**config.mk**
```make
export PLATFORM = sky130hd
export DESIGN_NAME = csa_accumulator
export DESIGN_NICKNAME = d
export VERILOG_FILES = /design/src/rtl/csa_accumulator.sv
export SDC_FILE = /design/constraint.sdc
export NUM_CORES = 1
export LEC_CHECK = 0
export BUFFER_PORTS_ARGS = -buffer_cell sky130_fd_sc_hd__clkbuf_2
export CORE_UTILIZATION = 55
export DETAILED_ROUTE_END_ITERATION = 10
export PLACE_DENSITY = 0.81
export SLEW_MARGIN = 20
export SYNTH_ARGS = -nofsm -noshare
export SYNTH_HDL_FRONTEND = slang
export SYNTH_SLANG_ARGS = --single-unit
```
**constraint.sdc**
```tcl
create_clock -name clk -period 5.3 [get_ports clk]
set_input_delay 1.325 -clock clk [delete_from_list [all_inputs] [get_ports clk]]
set_output_delay 1.325 -clock clk [all_outputs]
set_load 0.02 [all_outputs]
```
**src/rtl/csa_accumulator.sv**
```systemverilog
// Packet accumulator built around a carry-select adder: sums valid/ready beats until in_last.
// Optional feature: define SATURATE_EN to clamp the packet sum to all ones on the first adder carry-out.

module csa #(
   parameter int dataWidth = 32,
   parameter int nStage    = 4
) (
   input  logic [dataWidth-1:0] a,
   input  logic [dataWidth-1:0] b,
   input  logic                 ci,
   output logic [dataWidth-1:0] s,
   output logic                 co
);
   localparam int SW = dataWidth / nStage;

   genvar gi;
   generate
      for (gi = 0; gi < nStage; gi++) begin : g_stage
         logic [SW:0] sum0;
         logic [SW:0] sum1;
         logic        cin;
         logic        cout;

         // Each stage precomputes both carry-in cases; the ripple is only through the selects.
         if (gi == 0) begin : g_first
            assign cin = ci;
         end else begin : g_next
            assign cin = g_stage[gi-1].cout;
         end

         assign sum0 = {1'b0, a[gi*SW +: SW]} + {1'b0, b[gi*SW +: SW]};
         assign sum1 = sum0 + (SW+1)'(1);
         assign s[gi*SW +: SW] = cin ? sum1[SW-1:0] : sum0[SW-1:0];
         assign cout = cin ? sum1[SW] : sum0[SW];
      end
   endgenerate

   assign co = g_stage[nStage-1].cout;
endmodule

module csa_accumulator #(
   parameter int dataWidth = 32,
   parameter int nStage    = 4,
   parameter int cntWidth  = 8
) (
   input  logic                 clk,
   input  logic                 rst,
   input  logic                 in_valid,
   output logic                 in_ready,
   input  logic [dataWidth-1:0] in_data,
   input  logic                 in_last,
   output logic                 out_valid,
   input  logic                 out_ready,
   output logic [dataWidth-1:0] out_sum,
   output logic [cntWidth-1:0]  out_carries,
   output logic [cntWidth-1:0]  out_count
);
   typedef enum logic [1:0] {IDLE, ACC, DONE} state_t;

   state_t                state_reg, state_next;
   logic [dataWidth-1:0]  acc_reg, acc_next;
   logic [cntWidth-1:0]   carries_reg, carries_next;
   logic [cntWidth-1:0]   count_reg, count_next;
   logic [dataWidth-1:0]  csa_sum;
   logic                  csa_co;
   logic                  accept;
`ifdef SATURATE_EN
   logic                  sat_reg, sat_next;
`endif

   csa #(.dataWidth(dataWidth), .nStage(nStage)) u_csa (
      .a  (acc_reg),
      .b  (in_data),
      .ci (1'b0),
      .s  (csa_sum),
      .co (csa_co)
   );

   assign in_ready    = (state_reg != DONE);
   assign out_valid   = (state_reg == DONE);
   assign accept      = in_valid & in_ready;
   assign out_sum     = acc_reg;
   assign out_carries = carries_reg;
   assign out_count   = count_reg;

   always_comb begin
      state_next   = state_reg;
      acc_next     = acc_reg;
      carries_next = carries_reg;
      count_next   = count_reg;
`ifdef SATURATE_EN
      sat_next     = sat_reg;
`endif
      case (state_reg)
         IDLE, ACC: begin
            if (accept) begin
`ifdef SATURATE_EN
               if (sat_reg || csa_co) begin
                  acc_next = '1;
                  sat_next = 1'b1;
               end else begin
                  acc_next = csa_sum;
               end
`else
               acc_next = csa_sum;
`endif
               // Both counters stick at full scale rather than wrapping.
               if (csa_co && (carries_reg != '1))
                  carries_next = carries_reg + cntWidth'(1);
               if (count_reg != '1)
                  count_next = count_reg + cntWidth'(1);
               state_next = in_last ? DONE : ACC;
            end
         end
         DONE: begin
            if (out_ready) begin
               state_next   = IDLE;
               acc_next     = '0;
               carries_next = '0;
               count_next   = '0;
`ifdef SATURATE_EN
               sat_next     = 1'b0;
`endif
            end
         end
         default: state_next = IDLE;
      endcase
   end

   always_ff @(posedge clk) begin
      if (rst) begin
         state_reg   <= IDLE;
         acc_reg     <= '0;
         carries_reg <= '0;
         count_reg   <= '0;
`ifdef SATURATE_EN
         sat_reg     <= 1'b0;
`endif
      end else begin
         state_reg   <= state_next;
         acc_reg     <= acc_next;
         carries_reg <= carries_next;
         count_reg   <= count_next;
`ifdef SATURATE_EN
         sat_reg     <= sat_next;
`endif
      end
   end
endmodule

```
==> flow_metrics.py <==
metrics = {
    "worst_setup_path": {
        "r2r-end": "out_carries[4]",
        "cpLargestDelayFamily": "simple AND/OR/NAND/NOR gates",
        "crit_type": "primary input to flop",
        "crit_cells": 14,
        "rr_startpoint": "out_sum[0]",
        "worstPathArrival_ns": 4.84,
        "cp_data_required_time_ns": 5.56,
        "critPathMaxFanout": 8,
        "critPathSlowestCell": "or3b_1",
        "setup.worst_path.start_class": "primary input",
        "cp_cell_sequence": "clkbuf_2, ha_1, inv_1, fa_1, nand2b_1, a21oi_1, o211ai_1, or3b_1, o31ai_1, or3b_4, mux2i_2, mux2_4, nor3b_1, a31o_1",
        "worstPathBufferInverterCount": 2,
        "end_kind": "flop",
        "reg2reg_depth": 13,
        "reg2reg_slack_ns": 1.44,
        "slowest_delay_ns": 0.46,
    },
    "min_path": {
        "hold_class": "flop to flop",
        "holdCritStartpoint": "out_sum[18]",
        "min_to": "out_sum[18]",
        "holdPathStages": 2,
    },
    "placed_design": {
        "place_congestion": 0.885,
        "dpl.hpwl_mm": 6.62,
        "portBuffers": 86,
    },
    "floorplan": {
        "die_w_um": 84.5,
        "core_area_um2": 6460,
        "dieArea_um2": 7140,
        "row_count": 29,
        "die_height_um": 84.5,
        "start_util": 0.579,
        "io_pins": 87,
    },
    "grt": {
        "antenna_found_initial": 0,
        "gr-total-overflow": 0,
        "globalRouteTotalUtil": 0.248,
        "grt_max_degree": 36,
        "grt_pass1_wl_mm": 14.6,
        "grt_pass1_vias": 3343,
    },
    "cts": {
        "ctsHoldBuffers": 0,
        "path_clk_slew_ns": 0.10,
        "cts_resized": 0,
        "clkLatencyLatePin_ns": 0.31,
        "htreeDepth": 2,
        "clock_sinks": 50,
        "clockRootBuffer": "clkbuf_8",
        "cts_made_buffers": 5,
        "clockBufferDepth": 2,
        "cts_tree": "done",
        "cts_setup_buffers": 0,
    },
    "sta": {
        "rsz0062_at_grt": "false",
        "skew_ns": 0.00936,
        "period_needed_ns": 4.58,
        "tightest_slew_ns": 0.915,
        "fmax_mhz": 218,
        "totalNegativeSetupSlack_ns": 0,
        "hold_viol_final": 0,
        "slew_viol_final": 0,
        "slew_headroom": 0.386,
        "fin_crit_sh": 0.865,
        "setup_viol": 0,
    },
    "detailed_routing": {
        "drt_first_pass_iters": 8,
        "wl_mm": 8.63,
        "drc": 7,
        "antenna_left": 0,
        "drt_iter0_drc": 135,
        "wire_per_inst_um": 14.1,
        "vias": 3502,
        "vias_per_cell": 5.71,
    },
    "logic_synthesis": {
        "ys.flop_type": "dfxtp_1",
        "syn_nets": 529,
        "synth_edf_count": 0,
        "synth.distinct_cells": 61,
        "ys_seq_elements": 50,
        "postSynthCellCount": 451,
        "syn_area_per_cell_um2": 8.30,
        "yosysWarnings": 0,
        "synth_area_um2": 3740,
        "seq_area_frac_synth": 0.268,
        "synth-async-reset-ratio": 0,
    },
    "finish": {
        "largest_register_ffs": 32,
        "fillers": 580,
        "multi_input_area_um2": 2610,
        "syn2layout_area_growth_pct": 16.7,
        "seq_area_um2": 1000,
        "diodes": 0,
        "final_common_cell": "clkbuf_2",
        "most-common-layout-cells": "clkbuf_2 (86), nor2_1 (60), dfxtp_1 (50), xnor2_1 (38), ha_1 (37)",
        "fin_util": 0.676,
        "fin_nets": 613,
        "drive_above_1_share": 0.207,
    },
    "outcome": {
        "status": "finished, violations left",
        "violations": "DRC",
    },
    "power": {
        "p_per_area_nw_per_um2": 295,
        "peakVddDrop_mv": 0.165,
        "p_leak_nw": 2.01,
    },
    "flow_run": {
        "maxCapViolCount": 0,
    },
}
==> final cells by class <==
| cell class | count | share of cell area |
|---|---|---|
| Clock buffer | 5 | 0.0158 |
| Tap cell | 77 | 0.0221 |
| Sequential cell | 50 | 0.229 |
| Clock inverter | 3 | 0.0109 |
| Inverter | 24 | 0.0206 |
| Timing Repair Buffer | 89 | 0.104 |
| Multi-Input combinational cell | 365 | 0.598 |
==> power breakdown <==
| group | internal [mW] | total (mW) | leakage, nW | switching (mW) |
|---|---|---|---|---|
| Combinational | 0.243 | 0.560 | 1.54 | 0.317 |
| Sequential | 0.412 | 0.444 | 0.409 | 0.0319 |
| Clock | 0.144 | 0.284 | 0.0591 | 0.140 |
| Total | 0.799 | 1.29 | 2.01 | 0.489 |
==> layer usage <==
layer | wire [um] | track usage | up-vias
met3 | 417 | 0.0413 | 10
met1 | 3880 | 0.318 | 1604
met4 | 88 | 0.0709 | 0
met5 | 0 | 0 | -
met2 | 4240 | 0.429 | 96
li1 | - | - | 1792
==> how the worst max path moves through the flow <==
stage | from | to | slack (ns)
6_report | in_data[0] | out_carries[4] | 0.72
5_1_grt | in_data[0] | out_carries[4] | 0.49
4_1_cts | in_data[0] | out_carries[2] | 0.74
2_1_floorplan | in_data[0] | out_sum[25] | 0.74
3_5_place_dp | in_data[0] | out_carries[2] | 0.45
3_3_place_gp | in_data[0] | out_carries[6] | 0.56
==> metrics by stage <==
| step | instances | hold slack (ns) | instance area [um2] | worst slack (ns) | power (mW) |
|---|---|---|---|---|---|
| floorplan | 451 | 0.451 | 3740 | 0.743 | 0.875 |
| global placement | 605 | 0.475 | 4250 | 0.564 | 0.989 |
| detailed placement | 605 | 0.488 | 4250 | 0.446 | 1.01 |
| CTS | 613 | 0.502 | 4370 | 0.740 | 1.29 |
| global route | 613 | 0.521 | 4370 | 0.487 | 1.37 |
| finish | 613 | 0.492 | 4370 | 0.716 | 1.29 |
==> cell families (layout without fill, tap and decap cells) <==
kind of cell,count (synthesis),count (layout),share of synthesized area
buf+inv,36,121,0.0365
xor+xnor,49,49,0.115
compound gates,116,116,0.218
flops,50,50,0.268
mux,5,5,0.0174
simple gates,154,154,0.201
fa+ha+maj,41,41,0.145
==> cells in the mapped netlist, types with 4 or more instances <==
| library cell | number | share of area |
|---|---|---|
| ha_1 | 37 | 0.12 |
| nand3_1 | 10 | 0.013 |
| a211oi_1 | 4 | 0.0080 |
| a21o_1 | 11 | 0.022 |
| nor2b_1 | 7 | 0.012 |
| nand2b_1 | 6 | 0.010 |
| o211ai_1 | 6 | 0.012 |
| a22o_1 | 7 | 0.016 |
| and2_1 | 5 | 0.0084 |
| nand2_1 | 25 | 0.025 |
| inv_1 | 24 | 0.024 |
| a22oi_1 | 19 | 0.038 |
| xnor2_1 | 38 | 0.089 |
| nor3_1 | 12 | 0.016 |
| clkbuf_1 | 11 | 0.011 |
| xor2_1 | 11 | 0.026 |
| o22a_1 | 4 | 0.0094 |
| a21oi_1 | 22 | 0.029 |
| nand4_1 | 7 | 0.012 |
| dfxtp_1 | 50 | 0.27 |
| o21ai_0 | 12 | 0.016 |
| fa_1 | 4 | 0.021 |
| nor2_1 | 61 | 0.061 |
| o21a_1 | 8 | 0.016 |
==> tightest hold or removal path, cell delays in order (launching register included) <==
cell and delay [ns]:
dfxtp_1 0.35, nand2_1 0.06, a21oi_1 0.05
No activity file was read; power rests on OpenSTA's default activity.
